[config.mk]
export PLATFORM = sky130hd
export DESIGN_NAME = sha256_cfg_arbiter
export DESIGN_NICKNAME = d
export VERILOG_FILES = /design/src/rtl/sha256_pkg.sv /design/src/rtl/sha256_rr_arbiter.sv /design/src/rtl/sha256_cfg_arbiter.sv
export SDC_FILE = /design/constraint.sdc
export NUM_CORES = 1
export LEC_CHECK = 0
export ABC_AREA = 1
export CORE_UTILIZATION = 25
export CTS_BUF_LIST = sky130_fd_sc_hd__clkbuf_16
export DETAILED_ROUTE_END_ITERATION = 8
export GPL_TIMING_DRIVEN = 0
export MAX_ROUTING_LAYER = met4
export PLACE_DENSITY = 0.64
export SYNTH_ARGS = -nofsm -noshare
export SYNTH_HDL_FRONTEND = slang
export SYNTH_SLANG_ARGS = --single-unit
export TNS_END_PERCENT = 50
[constraint.sdc]
create_clock -name clk -period 2.75 [get_ports clk]
set_input_delay 0.825 -clock clk [delete_from_list [all_inputs] [get_ports clk]]
set_output_delay 0.825 -clock clk [all_outputs]
set_load 0.01 [all_outputs]
[src/rtl/sha256_pkg.sv]
// Shared widths and types for the SHA-256 config arbiter slice.
package sha256_pkg;

  localparam int SHA256_ID_W   = 6;
  localparam int SHA256_SIZE_W = 64;

  typedef logic [1:0] sha256_scheme_t;

  typedef enum logic {
    IDLE   = 1'b0,
    LOCKED = 1'b1
  } arb_state_t;

endpackage

[src/rtl/sha256_rr_arbiter.sv]
// Combinational cyclic priority pick: first asserted request strictly after ptr_i,
// wrapping around so ptr_i itself has the lowest priority.
module sha256_rr_arbiter #(
  parameter  int NUM_REQ = 4,
  localparam int IDX_W   = $clog2(NUM_REQ)
) (
  input  logic [NUM_REQ-1:0] req_i,
  input  logic [IDX_W-1:0]   ptr_i,
  output logic [NUM_REQ-1:0] gnt_o,
  output logic [IDX_W-1:0]   idx_o,
  output logic               any_o
);

  logic [IDX_W-1:0] cand;

  // NUM_REQ is a power of two, so the index addition wraps for free.
  always_comb begin
    cand  = '0;
    idx_o = '0;
    any_o = 1'b0;
    for (int k = 1; k <= NUM_REQ; k++) begin
      cand = ptr_i + IDX_W'(k);
      if (!any_o && req_i[cand]) begin
        any_o = 1'b1;
        idx_o = cand;
      end
    end
    gnt_o = NUM_REQ'(any_o) << idx_o;
  end

endmodule

[src/rtl/sha256_cfg_arbiter.sv]
// Round-robin arbiter sharing the synchroniser's cfg/ID input pair between requesters;
// the grant is held for a whole message and every beat is tagged with a message ID.
module sha256_cfg_arbiter
  import sha256_pkg::*;
#(
  parameter  int NUM_REQ = 4,
  parameter  int ID_W    = SHA256_ID_W,
  parameter  int SIZE_W  = SHA256_SIZE_W,
  localparam int IDX_W   = $clog2(NUM_REQ)
) (
  input  logic                      clk,
  input  logic                      sync_rst,
  input  logic                      en,
  input  logic [NUM_REQ*SIZE_W-1:0] req_size,
  input  logic [NUM_REQ*2-1:0]      req_scheme,
  input  logic [NUM_REQ-1:0]        req_last,
  input  logic [NUM_REQ-1:0]        req_valid,
  output logic [NUM_REQ-1:0]        req_ready,
  output logic [SIZE_W-1:0]         cfg_out_size,
  output logic [1:0]                cfg_out_scheme,
  output logic                      cfg_out_last,
  output logic                      cfg_out_valid,
  input  logic                      cfg_out_ready,
  output logic [ID_W-1:0]           id_out,
  output logic                      id_out_last,
  output logic                      id_out_valid,
  input  logic                      id_out_ready,
  output logic [IDX_W-1:0]          grant_idx,
  output logic                      busy
);

  arb_state_t       state_q, state_d;
  logic [IDX_W-1:0] grant_q, grant_d;
  logic [NUM_REQ-1:0] grant_oh_q, grant_oh_d;
  logic [IDX_W-1:0] rr_ptr_q, rr_ptr_d;
  logic [ID_W-1:0]  id_cnt_q, id_cnt_d;

  logic [SIZE_W-1:0] cfg_size_q, cfg_size_d;
  sha256_scheme_t    cfg_scheme_q, cfg_scheme_d;
  logic              cfg_last_q, cfg_last_d;
  logic              cfg_valid_q, cfg_valid_d;
  logic [ID_W-1:0]   id_q, id_d;
  logic              id_last_q, id_last_d;
  logic              id_valid_q, id_valid_d;

  logic [NUM_REQ-1:0] pick_gnt;
  logic [IDX_W-1:0]   pick_idx;
  logic               pick_any;
  logic               slot_free;
  logic               accept;
  logic [SIZE_W-1:0]  sel_size;
  sha256_scheme_t     sel_scheme;
  logic               sel_last;

  sha256_rr_arbiter #(
    .NUM_REQ (NUM_REQ)
  ) u_rr (
    .req_i (req_valid),
    .ptr_i (rr_ptr_q),
    .gnt_o (pick_gnt),
    .idx_o (pick_idx),
    .any_o (pick_any)
  );

  // A beat may only enter when both slots will be empty after this edge,
  // which keeps the cfg and ID streams paired beat for beat.
  assign slot_free  = (~cfg_valid_q | cfg_out_ready) & (~id_valid_q | id_out_ready);
  assign req_ready  = (state_q == LOCKED && en && slot_free) ? grant_oh_q : '0;
  assign accept     = |(req_ready & req_valid);
  assign sel_size   = req_size[int'(grant_q)*SIZE_W +: SIZE_W];
  assign sel_scheme = req_scheme[int'(grant_q)*2 +: 2];
  assign sel_last   = req_last[grant_q];

  always_comb begin
    state_d    = state_q;
    grant_d    = grant_q;
    grant_oh_d = grant_oh_q;
    rr_ptr_d   = rr_ptr_q;
    id_cnt_d   = id_cnt_q;
    case (state_q)
      IDLE: begin
        if (en && pick_any) begin
          state_d    = LOCKED;
          grant_d    = pick_idx;
          grant_oh_d = pick_gnt;
          rr_ptr_d   = pick_idx;
        end
      end
      LOCKED: begin
        if (accept && sel_last) begin
          state_d  = IDLE;
          id_cnt_d = id_cnt_q + ID_W'(1);
        end
      end
      default: state_d = IDLE;
    endcase
  end

  always_comb begin
    cfg_size_d   = cfg_size_q;
    cfg_scheme_d = cfg_scheme_q;
    cfg_last_d   = cfg_last_q;
    cfg_valid_d  = cfg_valid_q & ~cfg_out_ready;
    id_d         = id_q;
    id_last_d    = id_last_q;
    id_valid_d   = id_valid_q & ~id_out_ready;
    if (accept) begin
      cfg_size_d   = sel_size;
      cfg_scheme_d = sel_scheme;
      cfg_last_d   = sel_last;
      cfg_valid_d  = 1'b1;
      id_d         = id_cnt_q;
      id_last_d    = sel_last;
      id_valid_d   = 1'b1;
    end
  end

  always_ff @(posedge clk) begin
    if (sync_rst) begin
      state_q      <= IDLE;
      grant_q      <= '0;
      grant_oh_q   <= '0;
      rr_ptr_q     <= IDX_W'(NUM_REQ - 1);
      id_cnt_q     <= '0;
      cfg_size_q   <= '0;
      cfg_scheme_q <= '0;
      cfg_last_q   <= 1'b0;
      cfg_valid_q  <= 1'b0;
      id_q         <= '0;
      id_last_q    <= 1'b0;
      id_valid_q   <= 1'b0;
    end else begin
      state_q      <= state_d;
      grant_q      <= grant_d;
      grant_oh_q   <= grant_oh_d;
      rr_ptr_q     <= rr_ptr_d;
      id_cnt_q     <= id_cnt_d;
      cfg_size_q   <= cfg_size_d;
      cfg_scheme_q <= cfg_scheme_d;
      cfg_last_q   <= cfg_last_d;
      cfg_valid_q  <= cfg_valid_d;
      id_q         <= id_d;
      id_last_q    <= id_last_d;
      id_valid_q   <= id_valid_d;
    end
  end

  assign cfg_out_size   = cfg_size_q;
  assign cfg_out_scheme = cfg_scheme_q;
  assign cfg_out_last   = cfg_last_q;
  assign cfg_out_valid  = cfg_valid_q;
  assign id_out         = id_q;
  assign id_out_last    = id_last_q;
  assign id_out_valid   = id_valid_q;
  assign grant_idx      = grant_q;
  assign busy           = (state_q == LOCKED);

endmodule

### Yosys cells after proc, flatten, opt, wreduce, memory -nomap -nowiden

Index checks and enable logic that the tools add are counted.

| storage, ports and cells | value |
|---|---|
| flip-flop bits (word level) | 90 |
| input bits | 277 |
| output and inout bits | 83 |
| logic and storage cells | 71 |

| operators by class | value |
|---|---|
| $add $sub $neg | 4 |
| $lt $le $gt $ge | 5 |
| shifts and indexed selects | 3 |
| mux-type cells | 24 |
| bitwise operators | 11 |
| reduce and logical (&&, ||, !) cells | 13 |

Operators by type and width:

| operator | count |
|---|---|
| $shiftx 256x9->64 | 1 |
| $lt 2x3->1 const B | 5 |
| $mux 1 | 13 |
| $bmux 1 s2 | 5 |
| $mux 2 | 4 |
| $shiftx 8x4->2 | 1 |
| $logic_and 1x1->1 | 7 |
| $add 6x1->6 const B | 1 |
| $not 1->1 | 5 |
| $add 2x2->2 const B | 2 |
| $and 4x4->4 | 1 |
| $mux 4 | 1 |
| $reduce_and 2->1 | 2 |
| $reduce_or 4->1 | 1 |
| $shl 1x2->4 | 1 |
| $and 1x1->1 | 3 |
| $logic_not 1->1 | 3 |
| $add 2x1->2 const B | 1 |
| $or 1x1->1 | 2 |
| $pmux 1 s2 | 1 |

### Longest topological paths before layout

Gate-level depths: netlist of the first run.

| logic depth | value |
|---|---|
| depth after elaboration | 16 |
| mapped depth | 14 |
| gate-level depth less buffers | 13 |

### Hierarchy

From an unflattened synthesis of the first run, not the netlist that was laid out.

| second synthesis, totals | value |
|---|---|
| cells, all modules | 871 |
| area, all modules | 5,469.0 µm² |

Modules (own cells, without submodules):

| module | times used | cells an instance | area each (µm²) | sequential area each (µm²) |
|---|---|---|---|---|
| sha256_cfg_arbiter | 1 | 804 | 5,134.9 | 1,801.7 |
| sha256_rr_arbiter | 1 | 67 | 334.1 | 0.0 |

### Least setup slack after synthesis of the first run

Ideal clock, no wire load.

| timing path | value |
|---|---|
| path type | input-to-output |
| start point | in cfg_out_ready |
| end point | out req_ready[0] |
| data arrival time | 1,265 ps |
| required time | 1,925 ps |
| slack | 660 ps |
| stages on the path | 4 |
| buffers on the path | 0 |
| cell sequence | inv_1 -> nand2_1 -> nand4_2 -> nor2_1 |

| between the ends | value |
|---|---|
| longest elaborated chain between the ends | 4 |

Ends and longest elaborated chain:

| what | RTL line | text |
|---|---|---|
| start, declared | sha256_cfg_arbiter.sv:23 | `input logic cfg_out_ready,` |
| $or 1x1->1 | sha256_cfg_arbiter.sv:67 | `assign slot_free = (~cfg_valid_q \| cfg_out_ready) & (~id_valid_q \| id_out_ready);` |
| $and 1x1->1 | sha256_cfg_arbiter.sv:67 |  |
| $logic_and 1x1->1 | sha256_cfg_arbiter.sv:68 | `assign req_ready = (state_q == LOCKED && en && slot_free) ? grant_oh_q : '0;` |
| $mux 4 | sha256_cfg_arbiter.sv:68 |  |
| end, declared | sha256_cfg_arbiter.sv:18 | `output logic [NUM_REQ-1:0] req_ready,` |

Every way passes these cells.

### Final worst setup path of the first run

| timing path | value |
|---|---|
| start point | in id_out_ready |
| end point | out req_ready[2] |

| between the ends | value |
|---|---|
| longest elaborated chain between the ends | 4 |

Ends and longest elaborated chain:

| what | RTL line | text |
|---|---|---|
| start, declared | sha256_cfg_arbiter.sv:27 | `input logic id_out_ready,` |
| $or 1x1->1 | sha256_cfg_arbiter.sv:67 |  |
| $and 1x1->1 | sha256_cfg_arbiter.sv:67 |  |
| $logic_and 1x1->1 | sha256_cfg_arbiter.sv:68 |  |
| $mux 4 | sha256_cfg_arbiter.sv:68 |  |

Every way passes these cells.

==> flow_metrics.tcl, run 1 <==
set metrics [dict create \
    maximum_number_of_pins_on_one_net_before_global_route_repair 16 \
    gp_congestion 0.852 \
    route.vias.total 7310 \
    worstHoldPathType "reg -> reg" \
    run_status "finished, final reports clean" \
    critical_path.reg2reg.endpoint "cfg_out_size[39]$_SDFFE_PP0P_" \
    internal_power_mw 2.94 \
    total_leakage_power_nw 3.58 \
    finalWorstSetupSlack_ns 0.0700 \
    post-place-ws_ns -0.328 \
    power_frac_comb_pct 45.1 \
    sw_frac_of_total_pct 38.3 \
    floorplan.die.height_um 149 \
    final_hold_vios 0 \
    complex_gate_fraction_of_the_synthesized_area_pct 29.3 \
    number_of_remaining_drc_errors 0 \
    synthToLayoutAreaGrowth_pct 78.8 \
    endpoint_kind "output pin" \
    synth.lib_cells_used.distinct 35 \
    synth_fa_ha_area_share_pct 0.231 \
    max-slew-margin-rel_pct 58.3 \
    clk_root_buf "sky130_fd_sc_hd__clkbuf_16" \
    critical_path.n_buffers_inverters 3 \
    worst_ep_arrival_time_ns 1.85 \
    totalNegativeSetupSlack_ns 0 \
    worstHoldEndpoint "cfg_out_size[19]$_SDFFE_PP0P_" \
    critical_path.top_delay_family "buffers and inverters" \
    clock_skew_ns 0.00964 \
    rsz0062_at_grt "no" \
    die_area_um2 22300 \
    place_area_um2 9360 \
    critical_path_class "in -> out" \
    port_buffers 359 \
    fin_crit_sh_pct 97.5 \
    power.ir.vdd_worst_uv 288 \
    pwr-share-clk_pct 24.6 \
    drtPass1Iterations 5 \
    setup_violations 0 \
    crit_required_ns 1.93 \
    grt_overflow 0 \
    critical-path-max-stage-delay_ns 0.45 \
    clk_transition_reported_paths_ns 0.06 \
    total_switching_power_mw 1.83 \
    number_of_top_level_pins 360 \
    track_usage_pct 23.0 \
    power_mw 4.77 \
    fillers 2190 \
    dp_cell_count 1486 \
    synthesis.area_um2 5420 \
    r2r_slack_ns 0.46 \
    hold_path_startpoint "cfg_out_size[19]$_SDFFE_PP0P_" \
    synth_mux_area_share_pct 0 \
    total_of_flip_flops_plus_latches_after_synthesis 90 \
    count_of_antenna_diodes_in_the_layout 0 \
    initial_core_util_pct 25.6 \
    detail_route.iter0.violations 346 \
    ys.flop_type "sky130_fd_sc_hd__dfxtp_1" \
    antenna_violations_before_repair 0 \
    timing_max_transition_violations_final 0 \
    holdPathStages 2 \
    design_area_um2 9690 \
    final_instance_count_without_filler_cells 1506 \
    first_pass_grt_wire_length_um 37700 \
    worstPathCellList "clkdlybuf4s50_1 -> nor2_1 -> inv_2 -> nand4_4 -> nor2_4 -> buf_2" \
    critical_path_peak_fanout 4 \
    synth_warnings 0 \
    crit_path_start_kind "input port" \
    routed_wl_um 26000 \
    synth_top_family_by_area "compound AO/OA/AOI/OAI gates" \
    p_seq_share_pct 30.3 \
    postCtsHoldBufs 0 \
    drt-vias-per-instance 4.85 \
    tightest_slew_ns 0.618 \
    dpl.hpwl_um 19900 \
    post_synth.cell_area_avg_um2 6.36 \
    drive_above_1_share_pct 7.55 \
    p_per_cell_area_nw_per_um2 492 \
    area_share_of_and_or_nand_nor_cells_after_synthesis_pct 28.0 \
    numCtsBuffers 9 \
    mappedNetlistNets 1130 \
    clock_tree.htree_level_count 3 \
    timing.rr.start "grant_idx[0]$_SDFFE_PP0P_" \
    area_of_the_core_region_um2 21200 \
    avgRoutedWirePerCell_um 17.3 \
    maxCapViolations 0 \
    ctsLongestPathBuffers 2 \
    yosys.area_share.xor_xnor_pct 0.646 \
    rows 53 \
    yosysSeqAreaShare_pct 33.2 \
    clkLatencyLatePin_ns 0.36 \
    fmax_mhz 373 \
    synth_edf_count 0 \
    worst-r2r-cell-count 8 \
    crit_path_top_delay_cell "sky130_fd_sc_hd__clkdlybuf4s50_1" \
    ant_nets 0 \
    design.final.nets 1504 \
    die_w_um 149 \
    cts_tree "yes" \
    postSynthCellCount 852 \
    fin_crit_ns 2.68 \
    synth_async_sr_flop_share_pct 0 \
    vias_in_the_first_global_route 6915 \
    cts_num_sinks 90 \
]
==> cell type report <==
class                           count  area (um2)  share of cell area (%)
Sequential cell                    90        1800                    18.6
Inverter                           23        93.8                   0.968
Clock buffer                        9         225                    2.32
Clock inverter                      7        46.3                   0.478
Buffer                             70         372                    3.83
Timing Repair Buffer              363        3610                    37.3
Multi-Input combinational cell    669        3200                    33.0
Tap cell                          275         344                    3.55
==> power groups by stage <==
stage	Combinational (mW)	Sequential (mW)	Clock, mW
after floorplan	1.13	1.49	0
final	2.15	1.45	1.17
after detailed placement	2.14	1.47	0
after CTS	2.16	1.45	1.21
after global routing	2.36	1.46	1.26
after global placement	2.13	1.47	0
==> flip-flops by register name, summed over array words and instances, names as in the netlist <==
name,cells
id_cnt_q,6
grant_idx,2
id_out_valid,1
cfg_out_valid,1
id_out,6
rr_ptr_q,2
cfg_out_size,64
busy,1
id_out_last,1
cfg_out_scheme,2
grant_oh_q,4
==> how the worst max path moves through the flow <==
stage                  startpoint      endpoint  slack (ns)  depth (start not counted)
floorplan           cfg_out_ready  req_ready[0]        0.66                          4
global placement               en  req_ready[2]       -0.36                          4
detailed placement  cfg_out_ready  req_ready[3]       -0.33                          6
CTS                  id_out_ready  req_ready[1]       -0.02                          6
global route         id_out_ready  req_ready[1]       0.006                          6
finish               id_out_ready  req_ready[2]        0.07                          6
==> stage by stage <==
stage	util [%]	hold slack, ns
6_report	45.8	0.464
5_1_grt	45.8	0.481
4_1_cts	45.7	0.465
3_5_place_dp	44.2	0.455
3_3_place_gp	44.2	0.450
2_1_floorplan	-	0.445
==> worst register-to-register path: cells and delay by family (launching register included) <==
kind	cells	cell delay [ns]
AO/OA/AOI/OAI	3	0.58
buffers and inverters	4	1.21
flip-flops	1	0.31
AND/OR/NAND/NOR	1	0.14
==> Yosys cell counts (3+ instances only) <==
master                     number  area share, %
sky130_fd_sc_hd__nor2_1       258             18
sky130_fd_sc_hd__o21ai_0      171             16
sky130_fd_sc_hd__dfxtp_1       90             33
sky130_fd_sc_hd__nand2_1       73            5.1
sky130_fd_sc_hd__o22ai_1       66            7.6
sky130_fd_sc_hd__clkbuf_1      40            2.8
sky130_fd_sc_hd__a21oi_1       29            2.7
sky130_fd_sc_hd__o21ai_1       22            2.0
sky130_fd_sc_hd__buf_2         17            1.6
sky130_fd_sc_hd__inv_1         15            1.0
sky130_fd_sc_hd__nand2_2       12            1.4
sky130_fd_sc_hd__buf_6         11            2.3
sky130_fd_sc_hd__nand3_1       10           0.92
sky130_fd_sc_hd__inv_2          5           0.35
sky130_fd_sc_hd__a21oi_2        4           0.65
sky130_fd_sc_hd__nand4_1        4           0.46
sky130_fd_sc_hd__nand2_4        3           0.62
sky130_fd_sc_hd__nor2_4         3           0.62
sky130_fd_sc_hd__xor2_1         3           0.48
==> per-layer routing <==
layer / global-route usage (%) / wire length (um) / vias to the layer above
li1: - / - / 3621
met1: 27.0 / 10500 / 3355
met2: 39.5 / 12900 / 307
met3: 4.86 / 2140 / 27
met4: 6.07 / 436 / 0
met5: - / 0 / -
==> cell families after synthesis <==
kind of cell,after synthesis
AND/OR/NAND/NOR,368
AO/OA/AOI/OAI,296
buffers and inverters,93
flip-flops,90
XOR/XNOR,4
adder cells (fa/ha/maj),1
==> cell usage in the layout, fill, tap and decap left out, drive strengths merged <==
master	synthesis	routed
o211ai	1	1
o21ai	194	194
a21oi	33	33
clkinvlp	0	2
nand3	11	11
nor2	262	262
nand2	88	88
a21boi	1	1
inv	22	24
o22ai	66	66
dfxtp	90	90
dlymetal6s2s	0	2
clkdlybuf4s50	0	353
xnor2	1	1
nand3b	2	2
clkinv	1	4
nand4	5	5
a211oi	1	1
buf	29	37
ha	1	1
clkbuf	41	50
xor2	3	3
==> what timing repair did <==
action / in CTS / in global routing
setup buffers: 3 / 1
gates resized for setup: 20 / 10
pin swaps: 3 / 5
setup endpoints to repair: 4 / 4
Power figures use the tool's default switching activity.
==> inputs of run 2 (changes only) <==
--- a/config.mk
+++ b/config.mk
@@ -6,6 +6,8 @@
 export NUM_CORES = 1
 export LEC_CHECK = 0
 export ABC_AREA = 1
+export ABC_CLOCK_PERIOD_IN_PS = 3250
+export CORE_ASPECT_RATIO = 1.5
 export CORE_UTILIZATION = 25
 export CTS_BUF_LIST = sky130_fd_sc_hd__clkbuf_16
 export DETAILED_ROUTE_END_ITERATION = 8
==> constraint.sdc (replaced) <==
create_clock -name clk -period 3.25 [get_ports clk]
set_input_delay 0.975 -clock clk [delete_from_list [all_inputs] [get_ports clk]]
set_output_delay 0.975 -clock clk [all_outputs]
set_load 0.01 [all_outputs]
==> flow_metrics.tcl, run 2 (same netlist as run 1, synthesis figures left out) <==
set metrics [dict create \
    run_status "finished, final reports clean" \
    fillers 2248 \
    power_mw 4.04 \
    die_area_um2 22300 \
    holdPathStages 2 \
    port_buffers 359 \
    drive_above_1_share_pct 6.52 \
    drtPass1Iterations 6 \
    setup_violations 0 \
    critical_path_peak_fanout 4 \
    clock_skew_ns 0.0106 \
    critical_path.reg2reg.endpoint "cfg_out_size[49]$_SDFFE_PP0P_" \
    track_usage_pct 23.9 \
    rsz0062_at_grt "no" \
    crit_path_top_delay_cell "sky130_fd_sc_hd__clkdlybuf4s50_1" \
    final_hold_vios 0 \
    die_w_um 122 \
    total_leakage_power_nw 3.55 \
    endpoint_kind "output pin" \
    power.ir.vdd_worst_uv 236 \
    detail_route.iter0.violations 410 \
    postCtsHoldBufs 0 \
    finalWorstSetupSlack_ns 0.0705 \
    numCtsBuffers 9 \
    timing_max_transition_violations_final 0 \
    area_of_the_core_region_um2 21100 \
    fin_crit_sh_pct 97.8 \
    max-slew-margin-rel_pct 62.4 \
    ctsLongestPathBuffers 2 \
    number_of_remaining_drc_errors 0 \
    post-place-ws_ns -0.204 \
    clkLatencyLatePin_ns 0.35 \
    critical-path-max-stage-delay_ns 0.46 \
    synthToLayoutAreaGrowth_pct 77.5 \
    clock_tree.htree_level_count 3 \
    first_pass_grt_wire_length_um 38800 \
    design.final.nets 1500 \
    layout.cells.most_common "sky130_fd_sc_hd__clkdlybuf4s50_1" \
    fin_crit_ns 3.18 \
    worst_ep_arrival_time_ns 2.20 \
    initial_core_util_pct 25.6 \
    number_of_top_level_pins 360 \
    crit_required_ns 2.27 \
    r2r_slack_ns 1.12 \
    p_per_cell_area_nw_per_um2 420 \
    cts_tree "yes" \
    worstHoldPathType "reg -> reg" \
    route.vias.total 7272 \
    worst-r2r-cell-count 7 \
    worstHoldEndpoint "cfg_out_size[19]$_SDFFE_PP0P_" \
    clk_transition_reported_paths_ns 0.07 \
    crit_path_start_kind "input port" \
    tightest_slew_ns 0.564 \
    ant_nets 0 \
    critical_path_class "in -> out" \
    routed_wl_um 26700 \
    drt-vias-per-instance 4.86 \
    avgRoutedWirePerCell_um 17.9 \
    floorplan.die.height_um 182 \
    worstPathCellList "clkdlybuf4s50_1 -> inv_1 -> nand2_1 -> nand4_2 -> nor2_1 -> dlygate4sd2_1" \
    largest_reg_flops 64 \
    maxCapViolations 0 \
    rows 65 \
    clk_root_buf "sky130_fd_sc_hd__clkbuf_16" \
    antenna_violations_before_repair 1 \
    gp_congestion 0.917 \
    vias_in_the_first_global_route 6805 \
    grt_overflow 0 \
    cts_num_sinks 90 \
    fmax_mhz 315 \
    most-common-layout-cells "sky130_fd_sc_hd__clkdlybuf4s50_1 (355), sky130_fd_sc_hd__nor2_1 (258), sky130_fd_sc_hd__o21ai_0 (171)" \
    maximum_number_of_pins_on_one_net_before_global_route_repair 17 \
    hold_path_startpoint "cfg_out_size[19]$_SDFFE_PP0P_" \
    timing.rr.start "grant_idx[0]$_SDFFE_PP0P_" \
    dpl.hpwl_um 21200 \
]
run 2: cell count changes in the layout (fill, tap and decap cells not counted), sizes merged:
cell           before  now
clkdlybuf4s50     353  355
dlymetal6s2s        2    0
diode               0    1
dlygate4sd2         0    4
clkinv              4    5
buf                37   29
clkinvlp            2    1
run 2: routing by layer:
metal / part of all wire [%] / GRT usage [%] / up-vias
met4: 3.9 / 11.3 / 0
met5: 0 / - / -
met3: 5.2 / 3.19 / 54
met1: 39 / 26.5 / 3338
li1: - / - / 3615
met2: 52 / 41.7 / 265
run 2: worst max-delay path by stage:
stage,from,to,cells past startpoint
after floorplan,cfg_out_ready,req_ready[0],4
final,cfg_out_ready,req_ready[0],6
after global routing,cfg_out_ready,req_ready[1],6
after global placement,cfg_out_ready,req_ready[1],6
after detailed placement,cfg_out_ready,req_ready[1],6
after CTS,cfg_out_ready,req_ready[1],6
run 2: power breakdown:
part           internal [mW]  switching, mW  leakage (nW)
registers               1.17         0.0470         0.727
logic                  0.794           1.02          2.69
clock network          0.524          0.484         0.136
total                   2.49           1.55          3.55
run 2: worst max-delay path: cells and delay by family:
family                 cells  cell delay (ns)
AND/OR/NAND/NOR            3             0.42
buffers and inverters      3             0.82
run 2: timing repair:
action                     4_1_cts  5_1_grt
setup endpoints to repair        4        0
hold endpoints to repair         0        0
setup buffers                    0        0
gates resized for setup          4        0
run 2: area by class of cell:
class	count	area [um2]	share of cell area (%)
Timing Repair Buffer	359	3590	37.3
Multi-Input combinational cell	669	3150	32.8
Sequential cell	90	1800	18.7
Buffer	70	372	3.86
Tap cell	268	335	3.48
Clock buffer	9	225	2.34
Inverter	23	93.8	0.975
Clock inverter	7	52.6	0.546
Antenna cell	1	2.50	0.0260
run 2: metrics by stage:
step	hold WS, ns	util, %	instance area (um2)	TNS, ns	std cells
after CTS	0.464	45.5	9620	0	1495
after global routing	0.489	45.5	9630	0	1496
after detailed placement	0.453	44.2	9350	-0.773	1479
final	0.462	45.5	9630	0	1496
after global placement	0.450	44.2	9350	-0.708	1479
after floorplan	0.445	-	5420	0	852
==> inputs of run 3 (changes only) <==
--- a/config.mk
+++ b/config.mk
@@ -13,7 +13,9 @@
 export DETAILED_ROUTE_END_ITERATION = 8
 export GPL_TIMING_DRIVEN = 0
 export MAX_ROUTING_LAYER = met4
-export PLACE_DENSITY = 0.64
+export PLACE_DENSITY_LB_ADDON = 0.3
+export SETUP_SLACK_MARGIN = 0.3
+export SLEW_MARGIN = 20
 export SYNTH_ARGS = -nofsm -noshare
 export SYNTH_HDL_FRONTEND = slang
 export SYNTH_SLANG_ARGS = --single-unit
==> flow_metrics.tcl, run 3 (same netlist as run 1, synthesis figures left out) <==
set metrics [dict create \
    grt_overflow 0 \
    setup_violations 0 \
    power.ir.vdd_worst_uv 229 \
    maxCapViolations 0 \
    endpoint_kind "output pin" \
    critical_path_class "in -> out" \
    count_of_antenna_diodes_in_the_layout 0 \
    crit_required_ns 2.27 \
    route.vias.total 7180 \
    fin_crit_sh_pct 86.3 \
    clock_skew_ns 0.0102 \
    crit_path_start_kind "input port" \
    maximum_number_of_pins_on_one_net_before_global_route_repair 17 \
    fillers 2200 \
    max-slew-margin-rel_pct 62.1 \
    design.final.nets 1503 \
    timing_max_transition_violations_final 0 \
    largest_reg_flops 64 \
    final_hold_vios 0 \
    total_leakage_power_nw 3.58 \
    critical-path-max-stage-delay_ns 0.19 \
    finalCoreUtilization_pct 45.9 \
    routed_wl_um 25400 \
    vias_in_the_first_global_route 6854 \
    detail_route.iter0.violations 392 \
    antenna_violations_before_repair 0 \
    clk_transition_reported_paths_ns 0.07 \
    final_instance_count_without_filler_cells 1498 \
    area_of_the_core_region_um2 21100 \
    critical_path_peak_fanout 4 \
    floorplan.die.height_um 182 \
    postCtsHoldBufs 0 \
    dp_cell_count 1479 \
    rows 65 \
    p_per_cell_area_nw_per_um2 431 \
    synthToLayoutAreaGrowth_pct 79.1 \
    clk_root_buf "sky130_fd_sc_hd__clkbuf_16" \
    ctsLongestPathBuffers 2 \
    gp_congestion 0.929 \
    worstPathCellList "dlygate4sd2_1 -> nor2_1 -> inv_1 -> nand4_4 -> nor2_4 -> buf_2" \
    initial_core_util_pct 25.6 \
    r2r_slack_ns 1.10 \
    rsz0062_at_grt "no" \
    dpl.hpwl_um 20100 \
    layout.cells.most_common "sky130_fd_sc_hd__clkdlybuf4s50_1" \
    worstHoldPathType "reg -> reg" \
    worst_ep_arrival_time_ns 1.83 \
    drive_above_1_share_pct 7.48 \
    drt-vias-per-instance 4.79 \
    port_buffers 359 \
    die_w_um 122 \
    cts_num_sinks 90 \
    cts_tree "yes" \
    crit_path_top_delay_cell "sky130_fd_sc_hd__dlygate4sd2_1" \
    run_status "finished, final reports clean" \
    critical_path.n_buffers_inverters 3 \
    first_pass_grt_wire_length_um 37500 \
    number_of_top_level_pins 360 \
    number_of_remaining_drc_errors 0 \
    critical_path.top_delay_family "buffers and inverters" \
    numCtsBuffers 9 \
    ant_nets 0 \
    most-common-layout-cells "sky130_fd_sc_hd__clkdlybuf4s50_1 (352), sky130_fd_sc_hd__nor2_1 (254), sky130_fd_sc_hd__o21ai_0 (171)" \
    avgRoutedWirePerCell_um 17.0 \
    clock_tree.htree_level_count 3 \
    die_area_um2 22300 \
    fmax_mhz 356 \
    clkLatencyLatePin_ns 0.35 \
    fin_crit_ns 2.81 \
    drtPass1Iterations 5 \
    tightest_slew_ns 0.569 \
    track_usage_pct 22.9 \
]
==> run 3: per-stage QoR <==
| stage | setup slack, ns | instance area, um2 | hold slack, ns | TNS (ns) | power, mW |
|---|---|---|---|---|---|
| 2_1_floorplan | 0.860 | 5420 | 0.445 | 0 | 2.22 |
| 3_3_place_gp | -0.232 | 9350 | 0.450 | -0.803 | 3.04 |
| 6_report | 0.445 | 9710 | 0.463 | 0 | 4.19 |
| 3_5_place_dp | -0.235 | 9350 | 0.454 | -0.846 | 3.05 |
| 5_1_grt | 0.387 | 9710 | 0.479 | 0 | 4.45 |
| 4_1_cts | 0.452 | 9710 | 0.465 | 0 | 4.23 |
==> run 3: repair_timing <==
| action | in CTS | in global routing |
|---|---|---|
| setup buffers | 3 | 0 |
| gates resized for setup | 28 | 0 |
| setup endpoints to repair | 4 | 0 |
==> run 3: report_power, final <==
part	internal [mW]	switching (mW)
Clock	0.682	0.479
Sequential	1.17	0.0507
Combinational	0.795	1.01
Total	2.65	1.54
==> run 3: layout make-up <==
cell class	instances	area (um2)	area share, %
clock buffer	9	225	2.32
multi-input combinational	669	3190	32.9
buffer	70	372	3.83
clock inverter	7	101	1.04
timing repair buffer	362	3590	37.0
inverter	23	93.8	0.966
tap	268	335	3.45
sequential	90	1800	18.6
==> run 3: metal layers <==
metal  share of wire, %  GRT usage, %  up-vias  wire, um
met5                  0             -        -         0
met4                3.5          9.95        0       879
met3                5.8          4.00       50      1480
met2                 51          39.9      277     13000
met1                 40          24.9     3235     10100
li1                   -             -     3618         -
==> run 3: worst min-delay path: cells and delay by family (launching register included) <==
family,cells,cell delay (ns)
AOI/OAI and AO/OA,1,0.05
DFF,1,0.31
and+or+nand+nor,1,0.06
==> run 3: worst paths after layout <==
| check | end | cells past startpoint | start |
|---|---|---|---|
| min reg2reg | cfg_out_size[46]$_SDFFE_PP0P_ | 2 | cfg_out_size[46]$_SDFFE_PP0P_ |
| max | req_ready[3] | 6 | id_out_ready |
| max reg2reg | cfg_out_size[31]$_SDFFE_PP0P_ | 7 | grant_idx[0]$_SDFFE_PP0P_ |
| min | cfg_out_size[46]$_SDFFE_PP0P_ | 2 | cfg_out_size[46]$_SDFFE_PP0P_ |
